===== src/rtl/pe_types.sv =====
// Shared mesh datapath types: packet format and mesh-edge port count.
package pe_types;

    localparam int MESH_EDGE_PORTS = 8;

    typedef struct packed {
        logic [3:0]  src;
        logic [3:0]  dst;
        logic [23:0] payload;
    } packet_t;

endpackage


===== src/rtl/mesh_egress_arbiter_if.sv =====
// Egress merge bus: N show-ahead input heads on one side, one holding register on the other.
// master = arbiter, slave = surrounding FIFOs / consumer.
interface mesh_egress_arbiter_if #(
    parameter int N_PORTS = 8
);
    import pe_types::*;

    logic [N_PORTS-1:0] in_deq;
    logic [N_PORTS-1:0] in_empty;
    packet_t            in_rdata [N_PORTS];
    logic               out_deq;
    logic               out_empty;
    packet_t            out_rdata;

    modport master (
        output in_deq,
        input  in_empty,
        input  in_rdata,
        input  out_deq,
        output out_empty,
        output out_rdata
    );

    modport slave (
        input  in_deq,
        output in_empty,
        output in_rdata,
        output out_deq,
        input  out_empty,
        input  out_rdata
    );

endinterface


===== src/rtl/rr_pick.sv =====
// Round-robin picker: first requester after ptr, scanning upward modulo N_PORTS.
// Latency: purely combinational. Backpressure: none, caller qualifies the grant.
// Reused by any arbiter that keeps its own pointer register.
module rr_pick #(
    parameter  int N_PORTS = 8,
    localparam int IDX_W   = (N_PORTS > 1) ? $clog2(N_PORTS) : 1
) (
    input  logic [N_PORTS-1:0] req,
    input  logic [IDX_W-1:0]   ptr,
    output logic [N_PORTS-1:0] gnt,
    output logic [IDX_W-1:0]   gnt_idx,
    output logic               gnt_vld
);

    logic [IDX_W-1:0] idx;

    always_comb begin
        gnt     = '0;
        gnt_idx = '0;
        gnt_vld = 1'b0;
        idx     = '0;
        // ptr itself is checked last, giving it the lowest priority
        for (int k = 1; k <= N_PORTS; k++) begin
            idx = IDX_W'((int'(ptr) + k) % N_PORTS);
            if (!gnt_vld && req[idx]) begin
                gnt_vld      = 1'b1;
                gnt_idx      = idx;
                gnt[idx]     = 1'b1;
            end
        end
    end

endmodule


===== src/rtl/mesh_egress_arbiter.sv =====
// Merges N mesh-edge egress streams into one, round-robin, with per-port packet counters and drain.
// Latency: grant in cycle t -> packet in holding register at t+1; one packet/cycle sustained.
// Backpressure: grants only while the holding register is empty or being popped in the same cycle.
module mesh_egress_arbiter
    import pe_types::*;
#(
    parameter  int N_PORTS = MESH_EDGE_PORTS,
    parameter  int CNT_W   = 16,
    localparam int IDX_W   = (N_PORTS > 1) ? $clog2(N_PORTS) : 1
) (
    input  logic                   clk,
    input  logic                   rst,
    mesh_egress_arbiter_if.master  bus,
    input  logic                   enable,
    input  logic                   drain_req,
    output logic                   drain_done,
    output logic [CNT_W-1:0]       pkt_cnt [N_PORTS],
    output logic [IDX_W-1:0]       last_grant
);

    typedef enum logic [1:0] {
        S_IDLE,
        S_RUN,
        S_DRAIN,
        S_DONE
    } state_t;

    state_t             state;
    state_t             state_nxt;
    logic               hold_vld;
    packet_t            hold_dat;
    logic [IDX_W-1:0]   ptr;

    logic [N_PORTS-1:0] pick_gnt;
    logic [IDX_W-1:0]   pick_idx;
    logic               pick_vld;
    logic               slot_free;
    logic               grant;

    rr_pick #(.N_PORTS(N_PORTS)) u_pick (
        .req     (~bus.in_empty),
        .ptr     (ptr),
        .gnt     (pick_gnt),
        .gnt_idx (pick_idx),
        .gnt_vld (pick_vld)
    );

    assign slot_free = !hold_vld || bus.out_deq;
    // rst gating keeps an input from being popped in a cycle whose load is discarded
    assign grant     = (state == S_RUN) && slot_free && pick_vld && !rst;
    assign bus.in_deq = grant ? pick_gnt : '0;

    assign bus.out_empty = !hold_vld;
    assign bus.out_rdata = hold_dat;
    assign drain_done    = (state == S_DONE);

    always_comb begin
        state_nxt = state;
        case (state)
            S_IDLE: begin
                if (drain_req)   state_nxt = S_DRAIN;
                else if (enable) state_nxt = S_RUN;
            end
            S_RUN: begin
                if (drain_req)    state_nxt = S_DRAIN;
                else if (!enable) state_nxt = S_IDLE;
            end
            S_DRAIN: begin
                if (!hold_vld) state_nxt = S_DONE;
            end
            S_DONE: begin
                if (!drain_req) state_nxt = enable ? S_RUN : S_IDLE;
            end
            default: state_nxt = S_IDLE;
        endcase
    end

    always_ff @(posedge clk) begin
        if (rst) begin
            state      <= S_IDLE;
            hold_vld   <= 1'b0;
            hold_dat   <= '0;
            ptr        <= IDX_W'(N_PORTS - 1);
            last_grant <= '0;
        end else begin
            state <= state_nxt;
            if (grant) begin
                hold_vld   <= 1'b1;
                hold_dat   <= bus.in_rdata[pick_idx];
                ptr        <= pick_idx;
                last_grant <= pick_idx;
            end else if (bus.out_deq) begin
                hold_vld   <= 1'b0;
            end
        end
    end

    always_ff @(posedge clk) begin
        if (rst) begin
            for (int i = 0; i < N_PORTS; i++) pkt_cnt[i] <= '0;
        end else if (grant && (pkt_cnt[pick_idx] != {CNT_W{1'b1}})) begin
            pkt_cnt[pick_idx] <= pkt_cnt[pick_idx] + 1'b1;
        end
    end

endmodule


===== src/flat_wrapper.sv =====
// flat-port wrapper written by rule: the top's interface ports become plain ports
module mesh_egress_arbiter_flat import pe_types::*;
#(
    parameter  int N_PORTS = MESH_EDGE_PORTS,
    parameter  int CNT_W   = 16,
    localparam int IDX_W   = (N_PORTS > 1) ? $clog2(N_PORTS) : 1
)
  (clk, rst, enable, drain_req, drain_done, pkt_cnt, last_grant, bus_in_deq, bus_in_empty, bus_in_rdata, bus_out_deq, bus_out_empty, bus_out_rdata);
  mesh_egress_arbiter_if #(.N_PORTS(N_PORTS)) bus_i ();
  input  logic clk;
  input  logic rst;
  input  logic enable;
  input  logic drain_req;
  output logic drain_done;
  output logic [CNT_W-1:0] pkt_cnt[N_PORTS];
  output logic [IDX_W-1:0] last_grant;
  output wire logic [$bits(bus_i.in_deq)-1:0] bus_in_deq;
  input wire logic [$bits(bus_i.in_empty)-1:0] bus_in_empty;
  input wire logic [$bits(bus_i.in_rdata)-1:0] bus_in_rdata;
  input wire logic [$bits(bus_i.out_deq)-1:0] bus_out_deq;
  output wire logic [$bits(bus_i.out_empty)-1:0] bus_out_empty;
  output wire logic [$bits(bus_i.out_rdata)-1:0] bus_out_rdata;
  assign bus_in_deq = bus_i.in_deq;
  assign bus_i.in_empty = bus_in_empty;
  assign bus_i.in_rdata = {>>{bus_in_rdata}};
  assign bus_i.out_deq = bus_out_deq;
  assign bus_out_empty = bus_i.out_empty;
  assign bus_out_rdata = bus_i.out_rdata;
  mesh_egress_arbiter #(.N_PORTS(N_PORTS), .CNT_W(CNT_W)) u_core (.clk(clk), .rst(rst), .bus(bus_i), .enable(enable), .drain_req(drain_req), .drain_done(drain_done), .pkt_cnt(pkt_cnt), .last_grant(last_grant));
endmodule

===== config.mk =====
export PLATFORM = sky130hd
export DESIGN_NAME = mesh_egress_arbiter_flat
export DESIGN_NICKNAME = d
export VERILOG_FILES = /design/src/rtl/pe_types.sv /design/src/rtl/mesh_egress_arbiter_if.sv /design/src/rtl/rr_pick.sv /design/src/rtl/mesh_egress_arbiter.sv /design/src/flat_wrapper.sv
export SDC_FILE = /design/constraint.sdc
export NUM_CORES = 1
export LEC_CHECK = 0
export ABC_CLOCK_PERIOD_IN_PS = 11300
export CORE_AREA = 2 2 172 174
export CTS_BUF_LIST = sky130_fd_sc_hd__clkbuf_8
export DETAILED_ROUTE_END_ITERATION = 8
export DIE_AREA = 0 0 174 176
export PLACE_DENSITY_LB_ADDON = 0.3
export SKIP_CTS_REPAIR_TIMING = 1
export SYNTH_ARGS = -nofsm -noshare
export SYNTH_HDL_FRONTEND = slang
export SYNTH_SLANG_ARGS = --single-unit

===== constraint.sdc =====
create_clock -name clk -period 11.3 [get_ports clk]
set_input_delay 2.825 -clock clk [delete_from_list [all_inputs] [get_ports clk]]
set_output_delay 2.825 -clock clk [all_outputs]
set_load 0.01 [all_outputs]

[Word-level counts from Yosys, hierarchy flattened]
Cells that the tools add are included.
Storage, ports and cells
  word-level logic and storage cells: 168
  flip-flop bits (word level): 169
  output and inout bits: 173
  bits of input ports: 269
Cells by class
  equal/unequal tests: 8
  reduce and logical (&&, ||, !) cells: 33
  $lt $le $gt $ge: 18
  bitwise logic cells: 9
  add/sub/neg operators: 9
  multiplexer cells: 76
Operator list (count)
  128-bit bitwise mux: 1
  32-bit binary-select mux with 3-bit select: 1
  8-bit two-way mux: 9
  32-bit two-way mux: 2
  8-bit OR: 7
  16-bit binary-select mux with 3-bit select: 1
  16-bit demux with 3-bit select: 1
  16-bit two-way mux: 3
  3-bit by 4-bit < comparator with 1-bit output (second input constant): 8
  1-bit two-way mux: 27
  1-bit binary-select mux with 3-bit select: 8
  1-bit demux with 3-bit select: 8
  3-bit by 1-bit greater-or-equal comparator with 1-bit output (second input constant): 8
  3-bit two-way mux: 8
  1-bit logical AND: 20
  16-bit by 1-bit adder with 16-bit output (second input constant): 1
  16-bit != test (second input constant): 1
  3-bit adder (second input constant): 4
  2-bit two-way mux: 6
  1-bit logical NOT: 9
  8-bit inverter: 1
  2-bit one-hot mux with 4 select lines: 1
  3-bit by 1-bit adder with 3-bit output (second input constant): 2
  3-bit by 2-bit adder with 3-bit output (second input constant): 2
  11 further kinds: 14

[Longest topological paths before layout]
Gate-level depths: netlist (run 1).
  depth after elaboration: 31
  depth in mapped cells: 29

[Hierarchy]
A second synthesis (run 1) with hierarchy kept.
Unflattened totals
  cells, all modules: 1124
  area, all modules: 10382.5 um^2
By module, submodules not included
  mesh_egress_arbiter: sequential area each 3383.2 um^2, area an instance 9053.7 um^2, cells each 989, instances 1
  rr_pick: sequential area each 0.0 um^2, area an instance 1328.8 um^2, cells each 135, instances 1

[Worst setup path after synthesis (run 1)]
OpenSTA, ideal clock, no wires.
  path kind: input to output
  from: input bus_in_empty[3]
  to: output bus_in_deq[0]
  cell stages on the path: 8
  buffers on the path: 2
  arrival time: 4.965 ns
  setup slack: 3.510 ns
  data required time: 8.475 ns
  cells stage by stage: mux4_2 mux2i_4 or3_1 nor2_1 a2111o_1 clkbuf_1 buf_1 a211oi_1
Between the ends
  cells in the longest elaborated chain, start to end: 28
  elaborated cells between the ends (all ways): 57
  classes of those cells: mux (33); bitwise (8); reduce/logical (16)
RTL lines
  from (decl): line flat_wrapper.sv:18  | input wire logic [$bits(bus_i.in_empty)-1:0] bus_in_empty;
  8-bit inverter *: line mesh_egress_arbiter.sv:41  | .req (~bus.in_empty),
  1-bit binary-select mux with 3-bit select: line rr_pick.sv:25  | if (!gnt_vld && req[idx]) begin
  1-bit two-way mux (implied by the code): line rr_pick.sv:25
  1-bit two-way mux: line rr_pick.sv:25
  1-bit logical NOT: line rr_pick.sv:25
  1-bit logical AND: line rr_pick.sv:25
  1-bit two-way mux: line rr_pick.sv:25
  1-bit logical NOT: line rr_pick.sv:25
  (+11 left out)
  1-bit logical NOT: line rr_pick.sv:25
  1-bit logical AND: line rr_pick.sv:25
  1-bit two-way mux: line rr_pick.sv:25
  1-bit logical NOT: line rr_pick.sv:25
  1-bit logical AND: line rr_pick.sv:25
  1-bit two-way mux: line rr_pick.sv:25
  1-bit logical AND (2 in series): line mesh_egress_arbiter.sv:50  | assign grant = (state == S_RUN) && slot_free && pick_vld && !rst;
  8-bit two-way mux *: line mesh_egress_arbiter.sv:51  | assign bus.in_deq = grant ? pick_gnt : '0;
  to (decl): line flat_wrapper.sv:17  | output wire logic [$bits(bus_i.in_deq)-1:0] bus_in_deq;
Mark *: on every way between the ends. The rest lies on a longest branch, timed or not. The select of a mux whose other input is x is not followed.

[Final worst setup path (run 1)]
  from: input bus_in_empty[1]
  to: register u_core.pkt_cnt[50] (netlist name)
Between the ends
  cells in the longest elaborated chain, start to end: 31
  elaborated cells between the ends (all ways): 62
  classes of those cells: add/sub (1); order compare (2); eq/ne (1); mux (38); bitwise (2); reduce/logical (18)
RTL lines
  8-bit inverter *: line mesh_egress_arbiter.sv:41
  1-bit binary-select mux with 3-bit select: line rr_pick.sv:25
  1-bit two-way mux (implied by the code): line rr_pick.sv:25
  1-bit two-way mux: line rr_pick.sv:25
  1-bit logical NOT: line rr_pick.sv:25
  1-bit logical AND: line rr_pick.sv:25
  1-bit two-way mux: line rr_pick.sv:25
  1-bit logical NOT: line rr_pick.sv:25
  (+15 left out)
  1-bit logical AND: line rr_pick.sv:25
  3-bit two-way mux: line rr_pick.sv:25
  3-bit inverter with 4-bit output (implied by the code): line mesh_egress_arbiter.sv:101, mesh_egress_arbiter.sv:102
  16-bit binary-select mux with 3-bit select, or another cell as far along: line mesh_egress_arbiter.sv:101, mesh_egress_arbiter.sv:102
  16-bit two-way mux (implied by the code) or 1-bit logical AND (tied branches): line mesh_egress_arbiter.sv:101, mesh_egress_arbiter.sv:102
  16-bit two-way mux (on tied branches): line mesh_egress_arbiter.sv:101, mesh_egress_arbiter.sv:102
  16-bit by 1-bit adder with 16-bit output, or another cell as far along: line mesh_egress_arbiter.sv:102  | pkt_cnt[pick_idx] <= pkt_cnt[pick_idx] + 1'b1;
  128-bit bitwise mux or 1-bit logical AND (tied branches): line mesh_egress_arbiter.sv:102, mesh_egress_arbiter.sv:101
  to (signal, indexed assignment): line mesh_egress_arbiter.sv:102
  to (decl): line mesh_egress_arbiter.sv:17  | output logic [CNT_W-1:0] pkt_cnt [N_PORTS],
Marked as above.
A chain may end at the register's enable or synchronous reset.

==> run summary, run 1 <==
Gate Count Post-Synth: 1,513
Die width: 174 µm
Library cells used by synthesis: 91
HPWL after detailed placement: 43.8 mm
I/O Pins: 442
Crit path cell chain: clkdlybuf4s50_1 > mux4_2 > mux2i_4 > nor3_1 > a21boi_1 > a2111oi_0 > nor2_4 > buf_4 > mux2_2 > o32ai_1 > a211oi_2 > nand4b_1 > or4_2 > buf_4 > a21oi_1 > nor3_1
Critical path startpoint category: input port
Final worst path period need: 9.29 ns
VDD IR max: 0.0816 mV
WP buf/inv: 3
Multiplexer area fraction after synthesis: 8.69%
Share of post-route cells with drive strength above 1: 7.75%
Hold Path Depth: 2
Top FF cell, synth: dfxtp_1
Synthesized flop and latch total: 169
Area of the core: 0.0285 mm²
Most instantiated cells after synthesis: 242 x nand2_1, 190 x a21oi_1, 169 x dfxtp_1
H-tree levels: 4
Setup WS pre-CTS: 1.71 ns
Num rows: 62
Final setup vio count: 0
Routed Antenna Nets: 0
Die Span Y: 176 µm
Buffers on Ports: 441
Maxcap violations: 0
P_leak: 5.53 nW
Routed len/inst: 26.4 µm
Area fraction in compound gates after synthesis: 28.7%
Largest net degree at the start of global routing: 94
Worst Reg-to-Reg Cells: 18
CP required: 11.62 ns
Synth top area cells: dfxtp_1 30%, a21oi_1 8.4%, nand2_1 8.0%
Tightest Pin Transition: 1.29 ns
Post-synth EDFFs: 0
Simple-gate share of the synthesized area: 24.5%
Fmax: 108 MHz
GR Overflow Total: 0
DRT Wirelength: 60.1 mm
Net count after synthesis: 1,789
FFs w/ async S/R, synth: 0%
Warnings from Yosys: 0
Synth Area in XOR/XNOR: 1.36%
Clk root buf: clkbuf_8
Adder-Cell Fraction of Synth Area: 0.772%
Setup TNS Final: 0 ns
Clock Path Buffers: 2
Critical Path Sink Type: flip-flop
1st-iter DRT viols: 2,082
WP data arrival: 9.61 ns
Clk_skew: 0.0332 ns
Slew Viols, Final: 0
Reg clk slew, reported paths: 0.13 ns
Fin worst setup slack: 2.01 ns
Slowest-stage cell, CP: or4_2
Full die area: 0.0306 mm²
Tightest Hold Check Type: flip-flop to flip-flop
Final period util: 82.2%
RSZ-0062 raised after global routing: false
Kind of critical path: input port to flip-flop
Fillers: 2,710
Area Growth Syn to Fin: 43.9%
Leading area contributor after synthesis: dfxtp_1
Share of the synthesized area in the top cell type: 29.8%
Total GRT Usage: 36.9%
1st-pass router iterations: 6
DRC viols: 0
Clk sinks: 169
Placer Congestion: 0.991
Mean Syn Cell Area: 7.50 µm²
Global-route wire length before repair: 86.3 mm
Worst skew pair latency: 0.49 ns
Max-Slew Margin vs Limit: 13.6%
Initial antenna violation count: 8
Vias per cell: 6.39
Crit path max fanout: 61
Most common cell in the netlist: nand2_1
Seq/Total Area, Yosys: 29.8%
CTS tree: done
Outcome: complete, no violations
Initial Utilization: 39.8%
Nets@finish: 2,146
Cell area after synthesis: 0.0114 mm²
Vias in the first global route: 13,200
Crit. path cell count: 16
Inserted Clock Buffers: 17
Largest family of logic cells by synthesized area: compound AO/OA/AOI/OAI gates
Cell family with most CP delay: simple AND/OR/NAND/NOR gates
CP max stage delay: 1.36 ns
Final number of hold-violating endpoints: 0
Vias: 14,500
Power Dens Cells: 138 mW/mm²
## metal layers
layer	share of wire, %	track usage, %	up-vias
li1	-	-	6321
met1	38	46.6	6937
met2	46	60.7	1059
met3	11	8.57	199
met4	4.7	15.6	2
met5	0.022	0	-
## flip-flops by register name, indices dropped and copies added (netlist names)
signal / count
u_core.last_grant: 3
u_core.pkt_cnt: 128
u_core.ptr: 3
u_core.hold_vld: 1
u_core.state: 2
u_core.bus.out_rdata: 32
## worst min-delay path, stage by stage (launching register included)
cell     delay, ns
dfxtp_1       0.34
nand2_1       0.05
a21oi_1       0.05
## through the flow
step                      instance area [µm²]  cells  utilization, %  power, W  hold WS (ns)
after floorplan                         11400   1513               -   0.00133         0.429
after global placement                  15900   2235            55.6   0.00173         0.445
after detailed placement                15900   2235            55.6   0.00174         0.452
after CTS                               16300   2267            57.2   0.00223         0.471
after global routing                    16300   2272            57.2   0.00234         0.487
final                                   16300   2273            57.2   0.00226         0.473
## worst paths after layout
path,startpoint,to,slack (ns)
setup / recovery,bus_in_empty[1],u_core.pkt_cnt[50]$_SDFFE_PP0P_,2.01
hold / removal,u_core.bus.out_rdata[11]$_SDFFE_PP0P_,u_core.bus.out_rdata[11]$_SDFFE_PP0P_,0.47
setup reg to reg,u_core.ptr[0]$_SDFFE_PP1P_,u_core.pkt_cnt[50]$_SDFFE_PP0P_,3.17
hold reg to reg,u_core.bus.out_rdata[11]$_SDFFE_PP0P_,u_core.bus.out_rdata[11]$_SDFFE_PP0P_,0.47
## where the power goes
group          internal, W  total [W]  switching, W
sequential        0.000616   0.000637     0.0000216
combinational     0.000401    0.00112      0.000721
clock             0.000197   0.000499      0.000302
## kinds of logic (layout without fill, tap and decap cells)
| family | Yosys count | count (layout) |
|---|---|---|
| compound gates | 494 | 494 |
| xor+xnor | 15 | 15 |
| fa+ha+maj | 7 | 7 |
| buf+inv | 147 | 517 |
| flops | 169 | 169 |
| mux | 75 | 75 |
| other cells | 0 | 6 |
| simple gates | 606 | 606 |
## area by class of cell
cell class,instances,area (µm²),area share [%]
multi-input cells,1197,7310,44.7
repair buffers,472,4660,28.5
flip-flops and latches,169,3380,20.7
well taps,384,480,2.94
clock buffers,17,234,1.43
clock inverters,15,215,1.32
inverters,13,48.8,0.299
diodes,6,15.0,0.0919
## cell usage in the layout (no fill, tap or decap), types with 16 or more instances in the layout
cell and count:
nand2_1 240, buf_4 31, nand3_1 62, clkdlybuf4s50_1 440
o21ai_0 42, a211oi_1 88, nor2_1 97, nor3_1 107
o22ai_1 24, a21oi_1 190, mux4_2 16, mux2i_1 42
nand2b_1 30, clkbuf_8 17, dfxtp_1 169
Power figures use the tool's default switching activity.
==> run 2: changes to the inputs <==
Settings changed: ABC_CLOCK_PERIOD_IN_PS 11300 to 7600, CORE_AREA 2 2 172 174 to 2 2 170 172, DIE_AREA 0 0 174 176 to 0 0 172 174.
Clock period 11.3 ns to 7.6 ns, I/O delays scaled along.
==> run 2 against run 1 <==
Effect of this change:
- design area up 2.4%
- via count is 0.17% higher
- combinational power rose by 57%
- critical endpoint is now bus_in_deq[3]
- critical path type is now input port to primary output
- setup slack got worse by 1.6 ns
- die area down 2.3%
- non-clock buffer count grew 47
- routed wire length up 1.2%
- clock-buffer cell count grew 1
- critical path depth decreased by 6
- sequential share of layout area fell by 0.48 points
- power is 52% higher
- clock skew decreased by 0.013 ns
==> run summary, run 2 (synthesized netlist as in run 1, its figures left out) <==
I/O Pins: 442 (unchanged)
Metal2 WL: 27.9 mm (+0.37%)
DRT Wirelength: 60.8 mm (+1.2%)
Nets@finish: 2,193 (+2.2%)
Routed Antenna Nets: 0 (unchanged)
Worst skew pair latency: 0.51 ns (+0.02 ns)
Reg2reg end: u_core.pkt_cnt[59]$_SDFFE_PP0P_
Final worst path period need: 7.23 ns
Reg clk slew, reported paths: 0.10 ns (-0.03 ns)
Slew Viols, Final: 0 (unchanged)
Die Span Y: 174 µm (-1.1%)
Tightest Hold Check Type: flip-flop to flip-flop
Maxcap violations: 0 (unchanged)
VDD IR max: 0.115 mV (+40%)
Global-route wire length before repair: 86.9 mm (+0.64%)
Clk root buf: clkbuf_8
Routed len/inst: 26.1 µm (-1.3%)
Die width: 172 µm (-1.1%)
Final number of hold-violating endpoints: 0 (unchanged)
Share of post-route cells with drive strength above 1: 9.95% (+2.2 points)
Setup TNS Final: 0 ns (unchanged)
Inserted Clock Buffers: 17 (unchanged)
Num rows: 62 (unchanged)
Clk_skew: 0.0203 ns (-0.0129 ns)
Hold path endpoint: u_core.bus.out_rdata[11]$_SDFFE_PP0P_
Reg2reg start: u_core.ptr[1]$_SDFFE_PP1P_
Vias in the first global route: 13,500 (+1.6%)
Uppermost routed layer: met5
Full die area: 0.0299 mm² (-2.3%)
Area Growth Syn to Fin: 47.4%
Initial antenna violation count: 19 (+11)
HPWL after detailed placement: 45.1 mm (+2.8%)
Area of the core: 0.0282 mm² (-1.1%)
WP data arrival: 5.33 ns (-4.28 ns)
Crit path max fanout: 9 (-85%)
CTS tree: done
Placer Congestion: 1.03 (+4.2%)
Worst reg2reg setup slack: 1.28 ns (-1.89 ns)
RSZ-0062 raised after global routing: false
Most frequent cells in the layout: 440 x clkdlybuf4s50_1, 240 x nand2_1, 190 x a21oi_1, 169 x dfxtp_1, 107 x nor3_1
Biggest register: u_core.pkt_cnt
Max-Slew Margin vs Limit: 13.8% (+0.19 points)
Worst hold start: u_core.bus.out_rdata[11]$_SDFFE_PP0P_
Most common cell after layout, fill and taps aside: clkdlybuf4s50_1
Vias per cell: 6.24 (-2.3%)
Total GRT Usage: 38.7% (+1.8 points)
Vias: 14,500 (+0.17%)
Largest net degree at the start of global routing: 105 (+12%)
Kind of critical path: input port to primary output
P_leak: 5.76 nW (+4.2%)
Final period util: 95.1%
Final setup vio count: 0 (unchanged)
Tightest Pin Transition: 1.29 ns (-0.00284 ns)
DRC viols: 0 (unchanged)
Critical path startpoint category: input port
H-tree levels: 4 (unchanged)
Fmax: 138 MHz
1st-pass router iterations: 9 (+3)
Initial Utilization: 40.2% (+0.44 points)
CP required: 5.70 ns (-5.92 ns)
Power Dens Cells: 205 mW/mm² (+48%)
Clock Path Buffers: 2 (unchanged)
Outcome: complete, no violations
Worst Reg-to-Reg Cells: 19 (+1)
Max reg flops: 128 (unchanged)
Metal3 WL: 6.01 mm (-6.7%)
1st-iter DRT viols: 1,660 (-20%)
GR Overflow Total: 0 (unchanged)
Clk sinks: 169 (unchanged)
Critical Path Sink Type: primary output
M1 WL: 23.4 mm (+1.7%)
Buffers on Ports: 441 (unchanged)
Hold Path Depth: 2 (unchanged)
Total power: 0.00343 W (+52%)
-- run 2: changes by cell type in the layout (fill, tap and decap cells not counted), sizes merged --
cell and change:
bufinv -1, buf +47, clkbuf +1, diode +10
-- run 2: cell type report --
type	instances	area (µm²)
fill	2688	11500
multi-input combinational	1197	7300
timing repair buffer	519	5030
sequential	169	3380
tap	384	480
clock buffer	18	248
clock inverter	14	188
inverter	13	48.8
antenna	16	40.0
-- run 2: where the power goes --
part / internal (W) / switching (W) / leakage [nW]
Sequential: 0.000915 / 0.0000289 / 1.37
Clock: 0.000268 / 0.000454 / 0.217
Combinational: 0.000657 / 0.00111 / 4.18
Total: 0.00184 / 0.00159 / 5.76
-- run 2: how the worst max path moves through the flow --
stage / startpoint / end / slack [ns] / depth (start not counted)
after floorplan: bus_in_empty[3] / u_core.pkt_cnt[122]$_SDFFE_PP0P_ / 1.45 / 22
after global placement: bus_in_empty[3] / u_core.pkt_cnt[59]$_SDFFE_PP0P_ / 0.43 / 16
after detailed placement: bus_in_empty[1] / u_core.pkt_cnt[59]$_SDFFE_PP0P_ / 0.31 / 17
after CTS: bus_in_empty[3] / bus_in_deq[3] / 0.43 / 10
after global routing: bus_in_empty[3] / bus_in_deq[6] / 0.16 / 10
final: bus_in_empty[3] / bus_in_deq[3] / 0.37 / 10
-- run 2: layer usage --
layer,GRT usage (%),up-vias
met4,23.7,6
met2,61.2,939
met1,47.2,6966
met3,9.59,202
met5,0,-
li1,-,6429
-- run 2: critical path, stage by stage --
cell and delay [ns]:
clkdlybuf4s50_1 0.58, mux4_2 0.63, or3_1 0.40, a21boi_1 0.35, a22oi_1 0.23, mux2_2 0.32, nor2_1 0.09, a21oi_1 0.05
nor2_1 0.19, clkdlybuf4s50_1 0.58
-- run 2: per-stage QoR --
| step | util (%) | std cells | hold WS [ns] | cell area, µm² | setup WS, ns |
|---|---|---|---|---|---|
| after floorplan | - | 1513 | 0.429 | 11400 | 1.45 |
| after global placement | 57.6 | 2282 | 0.442 | 16300 | 0.433 |
| after detailed placement | 57.6 | 2282 | 0.448 | 16300 | 0.309 |
| after CTS | 59.1 | 2314 | 0.467 | 16700 | 0.428 |
| after global routing | 59.2 | 2330 | 0.498 | 16700 | 0.163 |
| final | 59.2 | 2330 | 0.462 | 16700 | 0.372 |
